==> src/rtl/priority_lock_pkg.sv <==
// priority_lock_pkg: FSM state and priority-mode encodings shared by the lock arbiter.
package priority_lock_pkg;
   typedef enum logic {PLA_IDLE, PLA_LOCKED} pla_state_e;
   localparam int MODE_FIXED = 0;
   localparam int MODE_RR = 1;
endpackage

==> src/rtl/pla_prio_pick.sv <==
// pla_prio_pick: first set bit of vec searching downward from start, wrapping past 0 to N-1.
module pla_prio_pick #(
   parameter int N = 4
) (
   input  logic [N-1:0]         vec,
   input  logic [$clog2(N)-1:0] start,
   output logic                 found,
   output logic [N-1:0]         onehot,
   output logic [$clog2(N)-1:0] idx
);
   localparam int IW = $clog2(N);
   int p;
   always_comb begin
      found = 1'b0;
      idx = '0;
      p = 0;
      for (int k = N - 1; k >= 0; k--) begin
         p = (int'(start) - k + N) % N;
         if (vec[p]) begin
            found = 1'b1;
            idx = IW'(p);
         end
      end
      onehot = found ? (N'(1) << idx) : '0;
   end
endmodule

==> src/rtl/priority_lock_arbiter.sv <==
// priority_lock_arbiter: N-way registered arbiter whose grant stays locked while the owner holds req.
// Define PLA_TIMEOUT_EN to force release after TIMEOUT_CYC locked cycles and ban the owner until it drops req.
module priority_lock_arbiter
   import priority_lock_pkg::*;
#(
   parameter int NUM_REQ     = 4,
   parameter int MODE        = 0,
   parameter int CNT_W       = 8,
   parameter int TIMEOUT_CYC = 16
) (
   input  logic                       clk,
   input  logic                       rst_n,
   input  logic [NUM_REQ-1:0]         req,
   output logic [NUM_REQ-1:0]         grant,
   output logic                       grant_valid,
   output logic [$clog2(NUM_REQ)-1:0] grant_id,
   output logic [CNT_W-1:0]           hold_cnt,
   output logic                       timeout
);
   localparam int IW = $clog2(NUM_REQ);
   pla_state_e state_q, state_d;
   logic [NUM_REQ-1:0] grant_q, grant_d, cand, pick_oh;
   logic [IW-1:0] id_q, id_d, rr_q, rr_d, start, pick_idx;
   logic [CNT_W-1:0] hold_q, hold_d;
   logic pick_found, owner_req, expire, take, keep;
   assign owner_req = req[id_q];
   assign start = (MODE == MODE_RR && rr_q != '0) ? rr_q - 1'b1 : IW'(NUM_REQ - 1);
`ifdef PLA_TIMEOUT_EN
   localparam bit TMO_EN = 1'b1;
   logic [NUM_REQ-1:0] ban_q, ban_d;
   logic timeout_q;
   assign cand = req & ~ban_q;
   assign ban_d = (ban_q & req) | (expire ? grant_q : '0);
   assign timeout = timeout_q;
   always_ff @(posedge clk or negedge rst_n) begin
      if (!rst_n) begin
         ban_q <= '0;
         timeout_q <= 1'b0;
      end else begin
         ban_q <= ban_d;
         timeout_q <= expire;
      end
   end
`else
   localparam bit TMO_EN = 1'b0;
   assign cand = req;
   assign timeout = 1'b0;
`endif
   assign expire = TMO_EN && state_q == PLA_LOCKED && owner_req && hold_q == CNT_W'(TIMEOUT_CYC);
   pla_prio_pick #(.N(NUM_REQ)) u_pick (
      .vec(cand),
      .start(start),
      .found(pick_found),
      .onehot(pick_oh),
      .idx(pick_idx)
   );
   always_ff @(posedge clk or negedge rst_n) begin
      if (!rst_n) begin
         state_q <= PLA_IDLE;
         grant_q <= '0;
         id_q <= '0;
         rr_q <= '0;
         hold_q <= '0;
      end else begin
         state_q <= state_d;
         grant_q <= grant_d;
         id_q <= id_d;
         rr_q <= rr_d;
         hold_q <= hold_d;
      end
   end
   always_comb begin
      state_d = (state_q == PLA_IDLE) ? (pick_found ? PLA_LOCKED : PLA_IDLE)
                                      : ((!owner_req || expire) ? PLA_IDLE : PLA_LOCKED);
   end
   // Anything other than taking or keeping a lock returns every output to zero.
   always_comb begin
      take = state_q == PLA_IDLE && pick_found;
      keep = state_q == PLA_LOCKED && owner_req && !expire;
      grant_d = take ? pick_oh : keep ? grant_q : '0;
      id_d = take ? pick_idx : keep ? id_q : '0;
      hold_d = take ? CNT_W'(1) : keep ? (&hold_q ? hold_q : hold_q + 1'b1) : '0;
      rr_d = take ? pick_idx : rr_q;
   end
   assign grant = grant_q;
   assign grant_valid = |grant_q;
   assign grant_id = id_q;
   assign hold_cnt = hold_q;
endmodule

==> config.mk <==
export PLATFORM = sky130hd
export DESIGN_NAME = priority_lock_arbiter
export DESIGN_NICKNAME = d
export VERILOG_FILES = /design/src/rtl/priority_lock_pkg.sv /design/src/rtl/pla_prio_pick.sv /design/src/rtl/priority_lock_arbiter.sv
export SDC_FILE = /design/constraint.sdc
export NUM_CORES = 1
export LEC_CHECK = 0
export CORE_AREA = 2 2 39 41
export DETAILED_ROUTE_END_ITERATION = 7
export DIE_AREA = 0 0 41 43
export DONT_BUFFER_PORTS = 1
export GPL_TIMING_DRIVEN = 0
export PLACE_DENSITY_LB_ADDON = 0.08
export SETUP_SLACK_MARGIN = 0.15
export SKIP_LAST_GASP = 1
export SYNTH_ARGS = -nofsm -noshare
export SYNTH_HDL_FRONTEND = slang
export SYNTH_SLANG_ARGS = --single-unit
==> constraint.sdc <==
create_clock -name clk -period 2 [get_ports clk]
set_clock_uncertainty 0.05 [all_clocks]
set_input_delay 0.3 -clock clk [delete_from_list [all_inputs] [get_ports clk]]
set_output_delay 0.3 -clock clk [all_outputs]
set_load 0.05 [all_outputs]
Word level (Yosys, flattened, before mapping)
Index checks and enable logic that the tools add are counted.

Register bits after elaboration: 15. Output and inout bits: 16. Word-level logic and storage cells: 34.

Add/sub/neg operators: 1. Order comparisons: 1. Equality and inequality tests: 2. Shifts and indexed selects: 1. Muxes and demuxes: 20. Bitwise gates (word level): 1. Reduce and logical (&&, ||, !) cells: 4.

Operator list (count): 8-bit 2-to-1 mux (3); 4-bit 2-to-1 mux (3); 1-bit 2-to-1 mux (9); 8-bit by 1-bit adder with 8-bit output (second input constant) (1); 2-bit 2-to-1 mux (4); 8-bit AND reduction (1); 4-bit OR reduction (1); 1-bit by 2-bit << shifter with 4-bit output (first input constant) (1); 2-bit by 3-bit less-than comparator with 1-bit output (second input constant) (1); 3-bit != test (second input constant) (1); 1-bit binary-select mux with 2-bit select (1); 1-bit logical AND (2); 2-bit by 1-bit != test with 1-bit output (second input constant) (1); 1-bit NOT (1).

Longest topological paths before layout
Word-level depth: 6. Gate-level depth with buffers: 5. Mapped depth without buffers: 5.

Modules after synthesis
Synthesis repeated with hierarchy kept, for this count alone.

Cells, all modules: 104. Area total of the unflattened synthesis: 945.9 um^2.

By module, submodules not included: priority_lock_arbiter (instances 1, cells an instance 70, area an instance 759.5 um^2); pla_prio_pick (instances 1, cells an instance 34, area an instance 186.4 um^2).

Worst setup path before layout
OpenSTA, ideal clock, no wires.

Path type: flip-flop to flip-flop. Start point: register id_q[0], in the netlist grant_id[0]. End point: register grant_q[1], in the netlist grant[1]. Library setup time: 0.121 ns. Data arrival time: 1.718 ns. Setup slack: 0.111 ns. Stages on the path, launching flop included: 5. Clock period less this slack: 1.889 ns. Cell sequence: dfrtp_1 mux4_2 and2_1 buf_6 a22o_1.

Cells in the longest elaborated chain, start to end: 4.

Ends and longest elaborated chain: start: declaration (line priority_lock_arbiter.sv:23) `logic [IW-1:0] id_q, id_d, rr_q, rr_d, start, pick_idx;`; start signal: assignment (line priority_lock_arbiter.sv:67) `id_q <= id_d;`; 1-bit binary-select mux with 2-bit select (line priority_lock_arbiter.sv:26) `assign owner_req = req[id_q];`; 1-bit 2-to-1 mux (not written as such) (line priority_lock_arbiter.sv:26); 1-bit logical AND (line priority_lock_arbiter.sv:79) `keep = state_q == PLA_LOCKED && owner_req && !expire;`; 2-bit by 1-bit != test with 1-bit output (no line); end signal: assignment (line priority_lock_arbiter.sv:66) `grant_q <= grant_d;`; end: declaration (line priority_lock_arbiter.sv:22) `logic [NUM_REQ-1:0] grant_q, grant_d, cand, pick_oh;`.

Every way passes these cells. The select of a mux whose other input is x is not followed. A chain may end at the register's enable or synchronous reset.

Worst setup path after layout
Start point: register grant_q[3], in the netlist grant[3]. End point: output port grant_valid.

Cells in the longest elaborated chain, start to end: 1.

Ends and longest elaborated chain: 4-bit OR reduction (line priority_lock_arbiter.sv:86) `assign grant_valid = |grant_q;`; end: declaration (line priority_lock_arbiter.sv:15) `output logic grant_valid,`.

Every way passes these cells.

==> flow_summary.toml <==
[run_status]
status = "complete, no violations"

[route]
wire_per_inst_um = 14.90
vias_per_cell = 6.206
drtAntennaViolNets = 0
drt-met1-wl_um = 581
wl_met2_um = 746
drc = 0
routed-wl-met3_um = 97
wl_um = 1445
vias = 602
dr.max_layer_used = "met4"
drt_iter0_markers = 7
dr.pass1.iters = 4

[floorplan]
rows = 14
io_pins = 22
start_util_pct = 53.44
die_w_um = 41
design.die.area_um2 = 1763
core-area_um2 = 1384
die_y_um = 43

[clocking]
htree_num_levels = 1
cts_tree = "built"
cts_buffers = 3
clockRootBuffer = "clkbuf_4"
numClockSinks = 15
clk_latency_ns = 0.28
clock_path_buffers = 2
clk_pin_slew_ns = 0.09

[placed_design]
post_dp_cell_area_um2 = 760.7
gp_congestion = 0.6652
io_buffers = 0
dpl_worst_slack_ns = -0.008245
place_hpwl_um = 1023

[critical_path]
r2r_end = "grant[2]$_DFFE_PN0P_"
r2r-start = "grant_id[0]$_DFFE_PN0P_"
crit_required_ns = 1.65
worstSetupEndpointType = "output port"
critPathTopFamily = "simple AND/OR/NAND/NOR gates"
r2r_cells = 4
criticalPathCategory = "reg2out"
start_kind = "flip-flop"
cpMaxStageDelayCell = "or4_4"
path_cells = "or4_4"
crit_start = "grant[3]$_DFFE_PN0P_"
worst-endpoint-arrival_ns = 1.49
slowest_delay_ns = 0.68
rrSetupSlack_ns = 0.21
path_max_fanout = 3
crit_buf_inv = 0

[timing]
post-route-min-period_ns = 1.836
rsz0062_at_grt = "yes"
fin_crit_sh_pct = 91.78
max_freq_ghz = 0.5448
setup_violations = 0
hold_violations = 0
final.setup.worst_slack_ns = 0.1644
finalMaxSlewViolations = 0
holdWs_ns = 0.1044
tightestPinTransition_ns = 0.6632
relSlewSlack_pct = 55.64

[yosys]
synth_edf_count = 0
synth-main-ff-cell = "dfrtp_1"
syn-num-nets = 81
ys_seq_area_share_pct = 50.76
syn_avg_cell_area_um2 = 9.993
synth_cell_types = 31
syn_area_um2 = 739.5
async_flop_share_pct = 100.0
syn_inst = 74
ys_warn_count = 0
synth-seq-cells = 15

[worst_hold_path]
hold_path_depth = 1
hold_path_end = "grant[1]$_DFFE_PN0P_"
hold_class = "in2reg"
min-delay-start = "req[1]"

[grt]
grt_max_degree = 16
grt_pass1_wl_um = 2304
grt-ovfl-total = 0
grtUsageTotal_pct = 19.38
grt_pass1_vias = 576
antenna_found_initial = 0

[power]
p_sw_share_pct = 49.69
intPower_w = 0.0006010
power_density_nw_per_um2 = 1436
p_leak_nw = 0.3441
vdd_drop_max_v = 0.0007470
p_sw_w = 0.0005936
p_total_w = 0.001195
clkPwrFrac_pct = 14.4
comb_power_share_pct = 29.2
seq_power_share_pct = 56.4

[job]
max-cap-violations = 0

[layout]
fillers = 126
utilization_pct = 60.13
antenna_cells = 0
fin_area_um2 = 832.0
final_common_cell = "dfrtp_2"
nets = 89
final_cell_mix = "dfrtp_2, nor2_1, o21ai_0"
area_delta_synth_final_pct = 12.52
drive_gt1_share_pct = 27.16
[synth_stat cells, drive strengths merged (2+ instances only)]
cell	count	area share [%]
nor3	4	2.7
nand4	2	1.7
o21ai	6	4.1
nand2	4	2.0
dfrtp	15	51
a21oi	4	2.7
a31oi	2	1.7
buf	2	2.5
o22ai	2	1.7
nand3	2	1.4
inv	3	1.5
a22o	2	2.4
nor2	9	4.6
[how the worst max path moves through the flow]
stage / to / slack [ns] / depth (start not counted)
floorplan: hold_cnt[3]$_DFFE_PN0P_ / 0.20 / 5
global placement: hold_cnt[5]$_DFFE_PN0P_ / -0.008 / 5
detailed placement: hold_cnt[5]$_DFFE_PN0P_ / -0.008 / 5
CTS: grant_valid / 0.15 / 1
global route: grant_valid / 0.14 / 1
finish: grant_valid / 0.16 / 1
[layer usage]
| layer | track usage (%) | vias to the layer above |
|---|---|---|
| met4 | 10.00 | 0 |
| met3 | 6.283 | 2 |
| met1 | 22.76 | 295 |
| li1 | - | 290 |
| met2 | 30.00 | 15 |
| met5 | 0 | - |
[through the flow]
step	setup TNS [ns]	instances
6_report	0	97
3_5_place_dp	-0.008245	90
5_1_grt	0	97
2_1_floorplan	0	74
4_1_cts	0	97
3_3_place_gp	-0.007564	90
[area by class of cell]
type	count	area (um^2)	area share, %
Inverter	3	11.26	1.353
Tap cell	16	20.02	2.406
Timing Repair Buffer	3	25.02	3.008
Sequential cell	15	389.1	46.77
Buffer	3	22.52	2.707
Clock inverter	1	5.005	0.6015
Clock buffer	3	22.52	2.707
Multi-Input combinational cell	53	336.6	40.45
[flip-flops by register name, indices dropped and copies added, names as in the netlist]
register,cells
hold_cnt,8
grant,4
grant_id,2
state_q,1
[cells by family (layout without fill, tap and decap cells)]
family                   after synthesis  after routing  share of synthesized area, %
flip-flops                            15             15                         50.76
AND/OR/NAND/NOR                       28             28                         19.80
multiplexers                           2              2                         4.399
AO/OA/AOI/OAI                         20             20                         17.09
other                                  1              1                        0.5071
XOR/XNOR                               1              1                         1.185
buffers and inverters                  6             13                         4.568
adder cells (fa/ha/maj)                1              1                         1.692
[power groups by stage]
stage          clock network (W)  registers, W  logic (W)
2_1_floorplan                  0      0.000653   0.000283
3_3_place_gp                   0      0.000673   0.000323
3_5_place_dp                   0      0.000673   0.000323
4_1_cts                 0.000176      0.000675   0.000342
5_1_grt                 0.000193      0.000691   0.000392
6_report                0.000172      0.000674   0.000349
[timing repair]
| action | 4_1_cts | 5_1_grt |
|---|---|---|
| cloned | 0 | 0 |
| pin swaps | 0 | 1 |
| buffers inserted | 2 | 0 |
| setup endpoints to repair | 7 | 4 |
| hold endpoints to repair | 15 | 0 |
| resized for setup | 9 | 3 |
| hold buffers | 1 | 0 |
No activity file was read; power rests on OpenSTA's default activity.
